$ cat config.mk
export PLATFORM = sky130hd
export DESIGN_NAME = piano_key_conditioner
export DESIGN_NICKNAME = d
export VERILOG_FILES = /design/src/rtl/piano_key_conditioner.sv
export SDC_FILE = /design/constraint.sdc
export NUM_CORES = 1
export LEC_CHECK = 0
export CAP_MARGIN = 40
export CORE_MARGIN = 5
export CORE_UTILIZATION = 25
export DETAILED_ROUTE_END_ITERATION = 12
export PLACE_DENSITY = 0.37
export SKIP_CTS_REPAIR_TIMING = 1
export SLEW_MARGIN = 20
export SYNTH_ARGS = -nofsm -noshare
export SYNTH_HDL_FRONTEND = slang
export SYNTH_SLANG_ARGS = --single-unit
$ cat constraint.sdc
create_clock -name clk -period 4.8 [get_ports clk]
set_clock_uncertainty 0.1 [all_clocks]
set_input_delay 0.72 -clock clk [delete_from_list [all_inputs] [get_ports clk]]
set_output_delay 0.72 -clock clk [all_outputs]
set_load 0.01 [all_outputs]
$ cat src/rtl/piano_key_conditioner.sv
// Piano key input conditioner: sync + debounce of 7 notes and 2 octave
// buttons, last-pressed-wins one-hot key, octave FSM and note event pulse.
module piano_key_conditioner #(
  parameter int DEBOUNCE_CYCLES = 2000000,
  parameter int CNT_W           = 21
) (
  input  logic       clk,
  input  logic       rst,
  input  logic [6:0] key_raw,
  input  logic       oct_up_raw,
  input  logic       oct_dn_raw,
  output logic [6:0] key,
  output logic [1:0] pitch,
  output logic       key_event
);

  localparam int N = 9;
  localparam logic [CNT_W-1:0] CNT_MAX =
    CNT_W'(DEBOUNCE_CYCLES - 1);

  typedef enum logic [1:0] {
    MID  = 2'b00,
    LOW  = 2'b01,
    HIGH = 2'b10
  } oct_t;

  logic [N-1:0]     w_raw;
  logic [N-1:0]     r_s1;
  logic [N-1:0]     r_s2;
  logic [N-1:0]     r_db;
  logic [N-1:0]     r_db_q;
  logic [CNT_W-1:0] r_cnt [N];

  logic [6:0] r_key;
  oct_t       r_oct;
  logic       r_evt;

  logic [6:0] w_k_db;
  logic [6:0] w_k_rise;
  logic       w_up_rise;
  logic       w_dn_rise;
  logic [6:0] w_key_nxt;
  logic       w_oct_chg;

  assign w_raw = {oct_dn_raw, oct_up_raw, key_raw};

  function automatic logic [6:0] f_lowest(input logic [6:0] v);
    return v & (~v + 7'd1);
  endfunction

  // A mismatch must persist DEBOUNCE_CYCLES cycles; any match restarts it.
  always_ff @(posedge clk) begin
    if (rst) begin
      r_s1   <= '0;
      r_s2   <= '0;
      r_db   <= '0;
      r_db_q <= '0;
      for (int i = 0; i < N; i++) r_cnt[i] <= '0;
    end else begin
      r_s1   <= w_raw;
      r_s2   <= r_s1;
      r_db_q <= r_db;
      for (int i = 0; i < N; i++) begin
        if (r_s2[i] != r_db[i]) begin
          if (r_cnt[i] == CNT_MAX) begin
            r_db[i]  <= r_s2[i];
            r_cnt[i] <= '0;
          end else begin
            r_cnt[i] <= r_cnt[i] + CNT_W'(1);
          end
        end else begin
          r_cnt[i] <= '0;
        end
      end
    end
  end

  assign w_k_db    = r_db[6:0];
  assign w_k_rise  = r_db[6:0] & ~r_db_q[6:0];
  assign w_up_rise = r_db[7] & ~r_db_q[7];
  assign w_dn_rise = r_db[8] & ~r_db_q[8];

  always_comb begin
    w_key_nxt = r_key;
    if (|w_k_rise)
      w_key_nxt = f_lowest(w_k_rise);
    else if (|(r_key & ~w_k_db))
      w_key_nxt = f_lowest(w_k_db);
  end

  assign w_oct_chg =
    (w_up_rise & ~w_dn_rise & (r_oct != HIGH)) |
    (w_dn_rise & ~w_up_rise & (r_oct != LOW));

  always_ff @(posedge clk) begin
    if (rst) begin
      r_key <= '0;
      r_oct <= MID;
      r_evt <= 1'b0;
    end else begin
      r_key <= w_key_nxt;
      r_evt <= (w_key_nxt != 7'd0) &&
               ((w_key_nxt != r_key) || w_oct_chg);
      if (w_up_rise && !w_dn_rise) begin
        unique case (r_oct)
          LOW:     r_oct <= MID;
          MID:     r_oct <= HIGH;
          default: r_oct <= HIGH;
        endcase
      end else if (w_dn_rise && !w_up_rise) begin
        unique case (r_oct)
          HIGH:    r_oct <= MID;
          MID:     r_oct <= LOW;
          default: r_oct <= LOW;
        endcase
      end
    end
  end

  assign key       = r_key;
  assign pitch     = r_oct;
  assign key_event = r_evt;

endmodule

After elaboration in Yosys (flattened, before gate mapping)
Memories as Yosys holds them, arrays and structs flattened.
Index checks and enable logic that the tools add are counted.
{"block": "totals", "output_inout_bits": 10, "elab_cells": 248, "in_bits": 11, "ff_bits": 46, "ram_bits": 189, "n_memories": 1}
{"memory": "r_cnt", "depth": 9, "width": 21, "rd": 9, "rd_clocked_by_memory_dff": 0, "wr": 9, "line": "32", "source": "logic [CNT_W-1:0] r_cnt [N];"}
{"block": "op_classes", "mux": 134, "add_sub_neg": 11, "bitwise_logic": 45, "n_eq_ne": 23, "reduce_logical": 19}
{"cell": "$mux W21", "count": 27}
{"cell": "$add A21 B1 Y21 const B", "count": 9}
{"cell": "$eq A21 B21 Y1 const B", "count": 9}
{"cell": "$mux W1", "count": 102}
{"cell": "$and A7 B7 Y7", "count": 4}
{"cell": "$or A1 B1 Y1", "count": 28}
{"cell": "$not A7 Y7", "count": 3}
{"cell": "$reduce_and A2 Y1", "count": 9}
{"cell": "$add A7 B1 Y7 const B", "count": 2}
{"cell": "$mux W7", "count": 2}
{"cell": "$reduce_or A7 Y1", "count": 2}
{"cell": "$ne A1 B1 Y1", "count": 9}
{"cell": "$ne A7 B7 Y1", "count": 1}
{"cell": "$reduce_bool A7 Y1", "count": 1}
{"cell": "$and A1 B1 Y1", "count": 6}
{"cell": "$mux W2", "count": 3}
{"cell": "$not A1 Y1", "count": 4}
{"cell": "$logic_and A1 B1 Y1", "count": 3}
{"cell": "$eq A2 B1 Y1 const B", "count": 1}
{"cell": "$eq A2 B2 Y1 const B", "count": 1}
{"cell": "$logic_not A1 Y1", "count": 2}
{"cell": "$ne A2 B1 Y1 const B", "count": 1}
{"cell": "$ne A2 B2 Y1 const B", "count": 1}
{"cell": "$reduce_bool A2 Y1", "count": 1}
{"cell": "$logic_or A1 B1 Y1", "count": 1}

Logic depth before layout (Yosys ltp)
{"block": "depth", "depth_word": 9, "ltp_mapped": 9, "depth_no_buf": 9}

Least setup slack after synthesis
OpenSTA, ideal clock, no wires.
{"block": "synth_timing", "path_kind": "flip-flop to flip-flop", "start": "mem r_cnt[8][0]", "end": "mem r_cnt[8][10] (data pin)", "setup_ns": 0.140, "synth_period_minus_slack_ns": 2.168, "required_time_ns": 4.560, "path_buffers": 2, "arrival_ns": 1.928, "path_stages_with_launch": 10, "setup_slack_ns": 2.632, "path_cell_list": "edfxtp_1 -> ha_1 -> and3_1 -> and3_1 -> clkbuf_1 -> nand2_1 -> nor2_1 -> or3_1 -> clkbuf_1 -> nor2_1"}
{"item": "from (decl)", "line": "32"}

Worst setup path after layout
{"block": "layout_timing", "start": "reg r_db[0]", "end": "reg r_evt (netlist: key_event)"}
{"block": "layout_between", "elab_chain_cells": 8, "elab_cells_between_ends": 16, "cone_classes": "2 x add/sub; 1 x eq/ne; 2 x mux; 6 x bitwise; 5 x reduce/logical"}
{"item": "from (decl)", "line": "30", "source": "logic [N-1:0] r_db;"}
{"item": "from (signal, indexed assignment)", "line": "66", "source": "r_db[i] <= r_s2[i];"}
{"item": "$not A7 Y7 or $and A7 B7 Y7 (tied branches)", "line": "48, 87, 79"}
{"item": "$add A7 B1 Y7 (tied with other cells)", "line": "48", "source": "return v & (~v + 7'd1);"}
{"item": "$and A7 B7 Y7 (tied with other cells)", "line": "48"}
{"item": "$mux W7 or $and A7 B7 Y7 (tied branches)", "line": "87, 48"}
{"item": "$mux W7 (*)", "line": "85", "source": "if (|w_k_rise)"}
{"item": "$ne A7 B7 Y1", "line": "103", "source": "((w_key_nxt != r_key) || w_oct_chg);"}
{"item": "$logic_or A1 B1 Y1", "line": "103"}
{"item": "$logic_and A1 B1 Y1 (*)", "line": "102", "source": "r_evt <= (w_key_nxt != 7'd0) &&"}
{"item": "to (signal assigned)", "line": "102"}
{"item": "to (decl)", "line": "36", "source": "logic r_evt;"}
Every way passes the cells marked *; elsewhere a longest branch is shown, timed or not.
A chain may end at the register's enable or synchronous reset.

==> results.py <==
metrics = {
    "setup_path": {
        "crit_start": "r_db[0]$_SDFFE_PP0P_",
        "cpMaxStageDelayCell": "or3_1",
        "crit_type": "reg -> reg",
        "end_kind": "register",
        "cp_data_arrival_time_ns": 3.11,
        "max_stage_delay_ns": 0.64,
        "cp.required_ns": 5.13,
        "crit_path_cell_trace": "nand2b_1, o2111ai_1, or3_1, o311ai_4, o2111ai_1, o41ai_2, a21oi_1",
        "r2r_start": "r_db[0]$_SDFFE_PP0P_",
        "cp-start-kind": "register",
        "r2r-end": "key_event$_SDFF_PP0_",
        "ff2ff_path_depth": 7,
        "rrSetupSlack_ns": 2.02,
        "crit_top_cell": "o2111ai_1",
        "crit_fanout": 12,
        "crit_end": "key_event$_SDFF_PP0_",
    },
    "place": {
        "gp_congestion": 0.818,
        "io_buffers": 20,
        "hpwl_um": 16700,
    },
    "cells_and_area": {
        "seqCellArea_mm2": 0.00660,
        "multi_input_area_mm2": 0.00591,
        "area_growth_pct": 22.3,
        "n_antenna_cell": 0,
        "nFillCells": 5026,
        "drive_above_1_share_pct": 4.97,
        "fin_nets": 1406,
    },
    "grt": {
        "antenna_found_initial": 0,
        "gr-total-overflow": 0,
        "grt_start_max_net_pins": 36,
        "first_global_vias": 8193,
        "grt_pass1_wl_um": 40900,
        "grt_use_total_pct": 9.17,
    },
    "drt": {
        "vias": 8328,
        "avgViaCountPerCell": 4.12,
        "post-route-drc-count": 0,
        "post_drt_wl_per_cell_um": 11.9,
        "wirelength_um": 24100,
        "drtIter0Drc": 388,
        "first_pass_iters": 5,
        "ant_nets": 0,
    },
    "job": {
        "maxCapViolations": 0,
    },
    "logic_synthesis": {
        "avgSynthCellArea_um2": 10.3,
        "synth_top_area_share_pct": 47.2,
        "yosysMostFrequentCell": "nor2_1",
        "ys.flop_type": "edfxtp_1",
        "synth_top_area_cell": "edfxtp_1",
        "ys_warn_count": 0,
        "ys_top_cells_by_area": "edfxtp_1, nor2_1, dfxtp_1, xor2_1, xnor2_1",
        "synth_seq_area_share_pct": 54.8,
        "async_reset_ff_share_pct": 0,
        "synthCells": 1168,
        "synth-edff-count": 189,
        "netlist-cell-type-count": 52,
        "yosys-top-cells-count": "nor2_1, edfxtp_1, xor2_1, nand3_1, nand2_1",
        "yosys_register_bits": 235,
        "synthesis.area_mm2": 0.0120,
    },
    "floorplanning": {
        "num_rows": 80,
        "die_area_mm2": 0.0526,
        "dieHeight_um": 229,
        "initial_utilization_pct": 25.2,
        "core_mm2": 0.0476,
        "io-pin-count": 21,
        "die_w_um": 229,
    },
    "timing": {
        "fin_crit_ns": 2.78,
        "finalHoldViolCount": 0,
        "worst_pin_slew_ns": 0.797,
        "setup_viol": 0,
        "maxSlewHeadroom_pct": 46.8,
        "setup_tns_ns": 0,
        "maxSlewViolCount": 0,
        "rsz0062_at_grt": "no",
        "timing.hold.ws_ns": 0.333,
        "fmax_ghz": 0.359,
        "fin_crit_sh_pct": 58.0,
    },
    "worst_hold_path": {
        "hold_path_class": "reg -> reg",
    },
    "cts": {
        "clk_pin_slew_ns": 0.06,
        "root_buffer": "clkbuf_16",
        "htreeDepth": 1,
        "cts_max_path_buffers": 3,
        "cts_sinks": 235,
        "clock_latency_ns": 0.56,
        "numCtsBuffers": 31,
        "cts_tree": "yes",
    },
    "run_status": {
        "status": "complete, no violations",
    },
    "power": {
        "peakVddDrop_uv": 264,
        "powerDensity_mw_per_mm2": 349,
        "p_leak_nw": 5.18,
    },
}
## stage by stage
stage	util (%)	power [W]	instances	setup WS (ns)	cell area, µm²
3_3_place_gp	28.5	0.00281	1962	1.99	13600
3_5_place_dp	28.5	0.00280	1963	2.03	13600
5_1_grt	30.9	0.00539	2023	1.78	14700
4_1_cts	30.8	0.00525	2020	2.04	14700
2_1_floorplan	-	0.00267	1356	2.63	12700
6_report	30.9	0.00513	2023	2.02	14700
## layout make-up
type / instances / share of cell area [%]
clock buffers: 47 / 6.96
clock inverters: 10 / 0.366
inverters: 25 / 0.638
multi-input cells: 1065 / 40.2
flip-flops and latches: 235 / 44.8
well taps: 615 / 5.23
repair buffers: 26 / 1.77
## cell usage in the layout (no fill, tap or decap), types with 3 or more instances in the layout
cell,netlist,layout
clkinv_2,0,7
o21ai_0,20,20
clkbuf_8,0,6
edfxtp_1,189,189
a211oi_1,3,3
nor4_1,9,9
mux2i_1,12,12
nand3_1,88,88
clkbuf_16,0,37
nor3_1,27,27
conb_1,1,189
and3_1,31,31
and2_1,6,6
nand4_1,26,26
dfxtp_1,46,46
nor4b_1,17,17
nand2b_1,13,13
clkdlybuf4s50_1,0,19
nor2b_1,38,38
nor2_1,246,246
inv_1,24,24
clkbuf_1,26,4
nand2_1,74,74
a21oi_1,21,21
buf_8,0,3
xnor2_1,68,68
or3_1,24,24
xor2_1,98,98
o21a_1,3,3
and4_1,13,13
ha_1,11,11
## how the worst min path moves through the flow
stage	slack [ns]	to	from	depth (start not counted)
after floorplan	0.31	r_s2[0]$_SDFF_PP0_	r_s1[0]$_SDFF_PP0_	1
after global placement	0.32	r_s2[4]$_SDFF_PP0_	r_s1[4]$_SDFF_PP0_	1
after detailed placement	0.32	r_s2[0]$_SDFF_PP0_	r_s1[0]$_SDFF_PP0_	1
after CTS	0.34	r_s2[0]$_SDFF_PP0_	r_s1[0]$_SDFF_PP0_	1
after global routing	0.35	r_s2[6]$_SDFF_PP0_	r_s1[6]$_SDFF_PP0_	1
final	0.33	r_s2[6]$_SDFF_PP0_	r_s1[6]$_SDFF_PP0_	1
## cells by family after synthesis
group	synth area share, %
AO/OA/AOI/OAI	3.81
buffers and inverters	1.87
AND/OR/NAND/NOR	25.2
other	0.0312
XOR/XNOR	12.1
flip-flops	54.8
multiplexers	0.999
adder cells (fa/ha/maj)	1.14
## flip-flops by register name (all words and copies together) (netlist names)
name	cells
r_cnt	189
r_db	9
pitch	2
r_s2	9
r_db_q	9
key	7
key_event	1
r_s1	9
## report_power, final
part / internal (W) / total, W / switching (W)
combinational: 0.000163 / 0.000378 / 0.000214
clock: 0.00146 / 0.00237 / 0.000905
sequential: 0.00229 / 0.00238 / 0.0000946
total: 0.00392 / 0.00513 / 0.00121
## per-layer routing
metal / routed length, µm / track usage, % / share of wire (%) / vias up
li1: - / - / - / 4365
met2: 10400 / 14.6 / 43 / 74
met3: 1070 / 2.18 / 4.4 / 50
met4: 693 / 3.21 / 2.9 / 0
met1: 11900 / 12.2 / 50 / 3839
met5: 0 / 0 / 0 / -
## worst max-delay path, delay by kind of cell (launching register included)
kind / cells / cell delay (ns)
AOI/OAI and AO/OA: 5 / 1.32
DFF: 1 / 0.42
and+or+nand+nor: 2 / 0.81
No activity file was read; power rests on OpenSTA's default activity.
